$ cat config.mk
export PLATFORM = sky130hd
export DESIGN_NAME = instruction_sequencer
export DESIGN_NICKNAME = d
export VERILOG_FILES = /design/src/rtl/instruction_sequencer.sv
export SDC_FILE = /design/constraint.sdc
export NUM_CORES = 1
export LEC_CHECK = 0
export ABC_AREA = 1
export BUFFER_PORTS_ARGS = -buffer_cell sky130_fd_sc_hd__buf_2
export CAP_MARGIN = 40
export CORE_UTILIZATION = 40
export DETAILED_ROUTE_END_ITERATION = 8
export SLEW_MARGIN = 40
export SYNTH_ARGS = -nofsm -noshare
export SYNTH_HDL_FRONTEND = slang
export SYNTH_SLANG_ARGS = --single-unit
export TNS_END_PERCENT = 30
$ cat constraint.sdc
create_clock -name clk -period 4.28 [get_ports clk]
set_input_delay 0.214 -clock clk [delete_from_list [all_inputs] [get_ports clk]]
set_output_delay 0.214 -clock clk [all_outputs]
set_load 0.005 [all_outputs]
$ cat src/rtl/instruction_sequencer.sv
// Instruction buffer and issue stage feeding the control unit.
// The host preloads up to DEPTH instruction words. On start, the block replays
// them one per cycle on 'instruction'. When no program word is being issued,
// the block drives an all-zero bubble (nn_start = 0, load code 00).
// Ports:
//   clk, rst_n   - clock, asynchronous active-low reset
//   wr_en/wr_data - host append port (IDLE only)
//   clear        - empty the buffer / abort a run
//   start        - replay the stored program
//   stall        - downstream hold; forces a bubble for the cycle
//   instruction/instr_valid - registered issue bus
//   busy, done, wr_err      - status (done/wr_err are one-cycle pulses)
//   count, pc               - words stored / next word index
module instruction_sequencer #(
  parameter int unsigned DEPTH   = 16,
  parameter int unsigned INSTR_W = 23
) (
  input  logic                       clk,
  input  logic                       rst_n,
  input  logic                       wr_en,
  input  logic [INSTR_W-1:0]         wr_data,
  input  logic                       clear,
  input  logic                       start,
  input  logic                       stall,
  output logic [INSTR_W-1:0]         instruction,
  output logic                       instr_valid,
  output logic                       busy,
  output logic                       done,
  output logic                       wr_err,
  output logic [$clog2(DEPTH):0]     count,
  output logic [$clog2(DEPTH)-1:0]   pc
);

  localparam int unsigned AW = $clog2(DEPTH);
  localparam int unsigned CW = AW + 1;

  typedef enum logic [1:0] {
    IDLE = 2'd0,
    RUN  = 2'd1,
    DONE = 2'd2
  } state_t;

  state_t             state, state_d;
  logic [INSTR_W-1:0] mem [DEPTH];

  logic [INSTR_W-1:0] instr_d;
  logic               valid_d, busy_d, done_d, wr_err_d, mem_we;
  logic [CW-1:0]      count_d;
  logic [AW-1:0]      pc_d;
  logic               last_word;

  // pc addresses the final stored word
  assign last_word = (CW'(pc) == (count - CW'(1)));

  // Next-state and next-output logic
  always_comb begin
    state_d  = state;
    instr_d  = '0;
    valid_d  = 1'b0;
    busy_d   = 1'b0;
    done_d   = 1'b0;
    wr_err_d = 1'b0;
    mem_we   = 1'b0;
    count_d  = count;
    pc_d     = pc;
    unique case (state)
      IDLE: begin
        if (clear) begin
          count_d = '0;                   // any concurrent write is dropped silently
        end else if (start) begin
          wr_err_d = wr_en;               // start wins over a concurrent write
          pc_d     = '0;
          if (count != '0) begin
            state_d = RUN;
            busy_d  = 1'b1;
          end else begin
            state_d = DONE;               // empty program: straight to done, never busy
          end
        end else if (wr_en) begin
          if (count < CW'(DEPTH)) begin
            mem_we  = 1'b1;
            count_d = count + CW'(1);
          end else begin
            wr_err_d = 1'b1;
          end
        end
      end
      RUN: begin
        if (clear) begin
          state_d = IDLE;
          pc_d    = '0;
          count_d = '0;
        end else begin
          wr_err_d = wr_en;
          busy_d   = 1'b1;                // stays high through the last word
          if (!stall) begin
            instr_d = mem[pc];
            valid_d = 1'b1;
            if (last_word) begin
              state_d = DONE;             // pc held so it never passes count-1
            end else begin
              pc_d = pc + AW'(1);
            end
          end
        end
      end
      DONE: begin
        state_d = IDLE;
        pc_d    = '0;
        if (clear) begin
          count_d = '0;
        end else begin
          done_d   = 1'b1;
          wr_err_d = wr_en;
        end
      end
      default: begin
        state_d = IDLE;
        pc_d    = '0;
      end
    endcase
  end

  // State and registered outputs
  always_ff @(posedge clk or negedge rst_n) begin
    if (!rst_n) begin
      state       <= IDLE;
      instruction <= '0;
      instr_valid <= 1'b0;
      busy        <= 1'b0;
      done        <= 1'b0;
      wr_err      <= 1'b0;
      count       <= '0;
      pc          <= '0;
    end else begin
      state       <= state_d;
      instruction <= instr_d;
      instr_valid <= valid_d;
      busy        <= busy_d;
      done        <= done_d;
      wr_err      <= wr_err_d;
      count       <= count_d;
      pc          <= pc_d;
    end
  end

  // Program storage; contents are don't-care after reset
  always_ff @(posedge clk) begin
    if (mem_we) begin
      mem[count[AW-1:0]] <= wr_data;
    end
  end

endmodule

==> out/summary.md <==
The run finished with clean final reports. The library cells used most frequently in the layout, excluding fill and tap cells, are edfxtp_1 (368), nor2_1 (270), o21ai_0 (161). The die height was 204 µm. Cells with a size suffix above 1 make up 12.2% of the layout. TritonCTS built the clock tree. 65 I/O pins were placed. The tools report the final core utilization as 46.4%.

With fillers left out, the area of the finished cells amounts to 18500 µm². The sum of net half-perimeters after detailed placement came out at 21400 µm. The post-route antenna net violation count came out at 0. The critical path data arrival time is 2990 ps. Ratio of routed vias to standard cells: 5.27.

The worst setup path is of the register to register kind. The tool flagged a number of max-cap violations equal to 0. The most congested layer reported by global routing is met2. The maximum count of clock buffers along a single path was 3; the power share of the combinational group was 9.3%. In this run, CTS created clock tree buffers numbering 44.

The final net count is 1377, and the net count of the mapped netlist is 1328. Setup repair after global routing left no endpoint under its margin. The setup total negative slack came out at 0 ps. On the critical path the largest part of the delay comes from simple AND/OR/NAND/NOR gates.

The clock sink total is 406. Net switching is 24.3% of the power. The worst register-to-register path ends at mem[9][3]. The average wire per standard cell came out at 20.4 µm. The region available for standard cell placement spans 39900 µm². During placement, the flow inserted port buffers numbering 64. Leaving out fill and tap cells, the most frequent cell in the layout is edfxtp_1. The most critical setup path has its startpoint at state[1]. The met1 track demand over resource was 25.6%; the worst hold margin was 37.7 ps. Cell at the root of the clock tree: clkbuf_16.

After detailed placement, the total cell area comes to 17000 µm². The most numerous cell type found on the critical path is inv_1. By area the synthesized netlist is led by edfxtp_1 (68%), nor2_1 (6.6%), dfrtp_1 (5.8%). The total leakage power was 6.38 nW; the clock period minus worst slack was 2820 ps. The tools report the number of standard cells in the final layout excluding fillers as 1897.

In this run, the number of DRC markers left after iteration 0 of detailed routing was 776. Synthesis produced 1289 cells. Summing every instance area after synthesis gives 16300 µm².

The logs give 43.4% for the worst slew margin relative to its limit and 2 for the H-tree depth. The total die area came out at 41500 µm². The biggest fanout along the worst timing path came out at 23. STA classifies the critical path startpoint as a register. The tools report the endpoint kind of the worst setup timing path as a register. Summing the sequential cell areas from Yosys gives 73.7% of the chip area.

The part of the cycle the worst path needs came out at 65.9%. Once routing completed, OpenROAD measured the worst setup slack at 1460 ps. The share of total power in the clock network came out at 40.1%. The critical path runs through a total of 6 cells.

Summed over its instances, the top area cell type makes up 67.9% of the synthesized netlist area. Summed over all layers, the routed wires come to 38700 µm. The initial standard-cell utilization of the core is 40.8%, and the initial antenna violation count is 0. The mean instance size in the synthesized netlist came out at 12.6 µm².

The total setup violations reported at the end of the flow is 0, and the global-route total usage across every layer is 18.9%. The run gives 9672 as the via count of the first global-routing pass. Met3 usage: 2.88%. The cell count of the worst reg-to-reg path was 6; the number of gates resized after cts was 0. The number of placed instances, taps included, is 1809. For this design the total switching power over the nets is 2.13 mW. The tools report the count of endpoints failing hold in the final timing report as 0. The number of buffers and inverters on the critical path is 2.

The transition time of the tightest slew-check pin was 847 ps. The clock-pin transition on the worst setup and hold timing paths came out at 50 ps. Following the worst setup path forward leads to its endpoint at mem[9][3]. Walking the worst path, the cells encountered are inv_1, ha_1, inv_1, nor4_2, nand2_1, nor2_4. The startpoint identified for the worst register-to-register timing path is state[1].

The later pin in the worst-skew pair is clocked with a latency of 560 ps. The routed layout has 10000 vias. The tools report the number of antenna diodes as 0. Entering global routing, the biggest net connects 71 pins.

The largest total area in the synthesized netlist belongs to edfxtp_1. Of the total power, registers draw 50.7%. The areal power density over the cells was 476 nW/µm².

The tools report the final max-slew violation count as 0. The pre-antenna-repair detailed-routing pass consisted of 5 iterations. Static timing analysis puts the maximum clock frequency at 355 MHz.

The synthesis-to-layout area growth is 13.7%. Internal power comes to 6.67 mW. The total of warnings raised by yosys was 0. For this design, the slowest cell found on the critical path is nor2_4. Counting the fill cells in the layout gives 3496. For the final database, setup skew stands at 19.0 ps. The run gives 31.4% as the fraction of met2 tracks used by global routing. The DRC violations left came out at 0. Across all register-to-register paths, the minimum setup slack is 1460 ps.

The final weighted congestion of routability-driven global placement was 0.769. The largest stage delay on the critical path came out at 730 ps. The cell row count came out at 73. The global route total overflow came out at 0. The wire length of the first global-routing pass was 59000 µm.

The floorplan step set the die width to 204 µm. At the placement stage, the worst setup path has a slack of 1100 ps. For the worst setup path, the data required time is 4450 ps.

The type of the most critical hold path was input port to register. The tools report the worst supply voltage drop on vdd as 0.000264 V. In this run, synthesis produced a sequential element count of 406. Yosys mapped the design onto 27 distinct sky130hd cell types. Power comes to 8.80 mW.
==> worst min-delay path by stage <==
| stage | start | endpoint | slack (ps) | cells past startpoint |
|---|---|---|---|---|
| finish | start | busy | 40 | 3 |
| global route | wr_data[5] | mem[8][5] | 40 | 1 |
| global placement | rst_n | instruction[1] | 360 | 2 |
| CTS | start | busy | 7 | 3 |
| detailed placement | rst_n | instruction[1] | 360 | 2 |
| floorplan | rst_n | busy | -80 | 0 |
==> worst min-delay path: stages <==
cell and delay [ps]:
buf_2 120, nand2_1 110, o21ai_0 90
==> state kept, by name, summed over array words and instances, names as in the netlist <==
register / cells
mem: 368
pc: 4
busy: 1
wr_err: 1
state: 2
instruction: 23
done: 1
instr_valid: 1
count: 5
==> kinds of logic after synthesis <==
group / share of synthesized area [%]
compound gates: 10.2
buf+inv: 3.49
simple gates: 11.7
flops: 73.7
fa+ha+maj: 0.769
xor+xnor: 0.0538
==> what timing repair did <==
action                     4_1_cts  5_1_grt
buffers inserted                 0        0
setup endpoints to repair        0        0
hold endpoints to repair        41        0
hold buffers                     4        0
==> per-layer routing <==
metal	wire, µm	vias up
met3	2020	55
met5	0	-
met1	16800	4892
met4	780	0
met2	19000	305
li1	-	4749
==> power by group through the flow <==
stage | registers [mW] | clock network (mW) | logic (mW)
2_1_floorplan | 4.51 | 0 | 0.581
3_3_place_gp | 4.54 | 0 | 0.802
3_5_place_dp | 4.54 | 0 | 0.809
4_1_cts | 4.46 | 3.58 | 0.817
5_1_grt | 4.47 | 3.73 | 0.917
6_report | 4.46 | 3.53 | 0.816
==> synthesized netlist by cell type, drive strengths merged <==
cell / count
edfxtp: 368
nor2: 288
o21ai: 177
nand2: 107
o211ai: 83
nand3: 75
buf: 44
dfrtp: 38
clkbuf: 36
a21oi: 26
inv: 26
ha: 10
nor4: 4
nor3: 2
a22oi: 1
nand4: 1
nor3b: 1
o21bai: 1
xor2: 1
==> layout make-up <==
| class | instances | area [µm²] | area share [%] |
|---|---|---|---|
| repair buffers | 83 | 576 | 3.11 |
| clock buffers | 67 | 1260 | 6.80 |
| clock inverters | 13 | 71.3 | 0.385 |
| multi-input cells | 777 | 3830 | 20.7 |
| flip-flops and latches | 406 | 12000 | 64.9 |
| well taps | 525 | 657 | 3.55 |
| inverters | 26 | 103 | 0.554 |
Power figures use the tool's default switching activity.
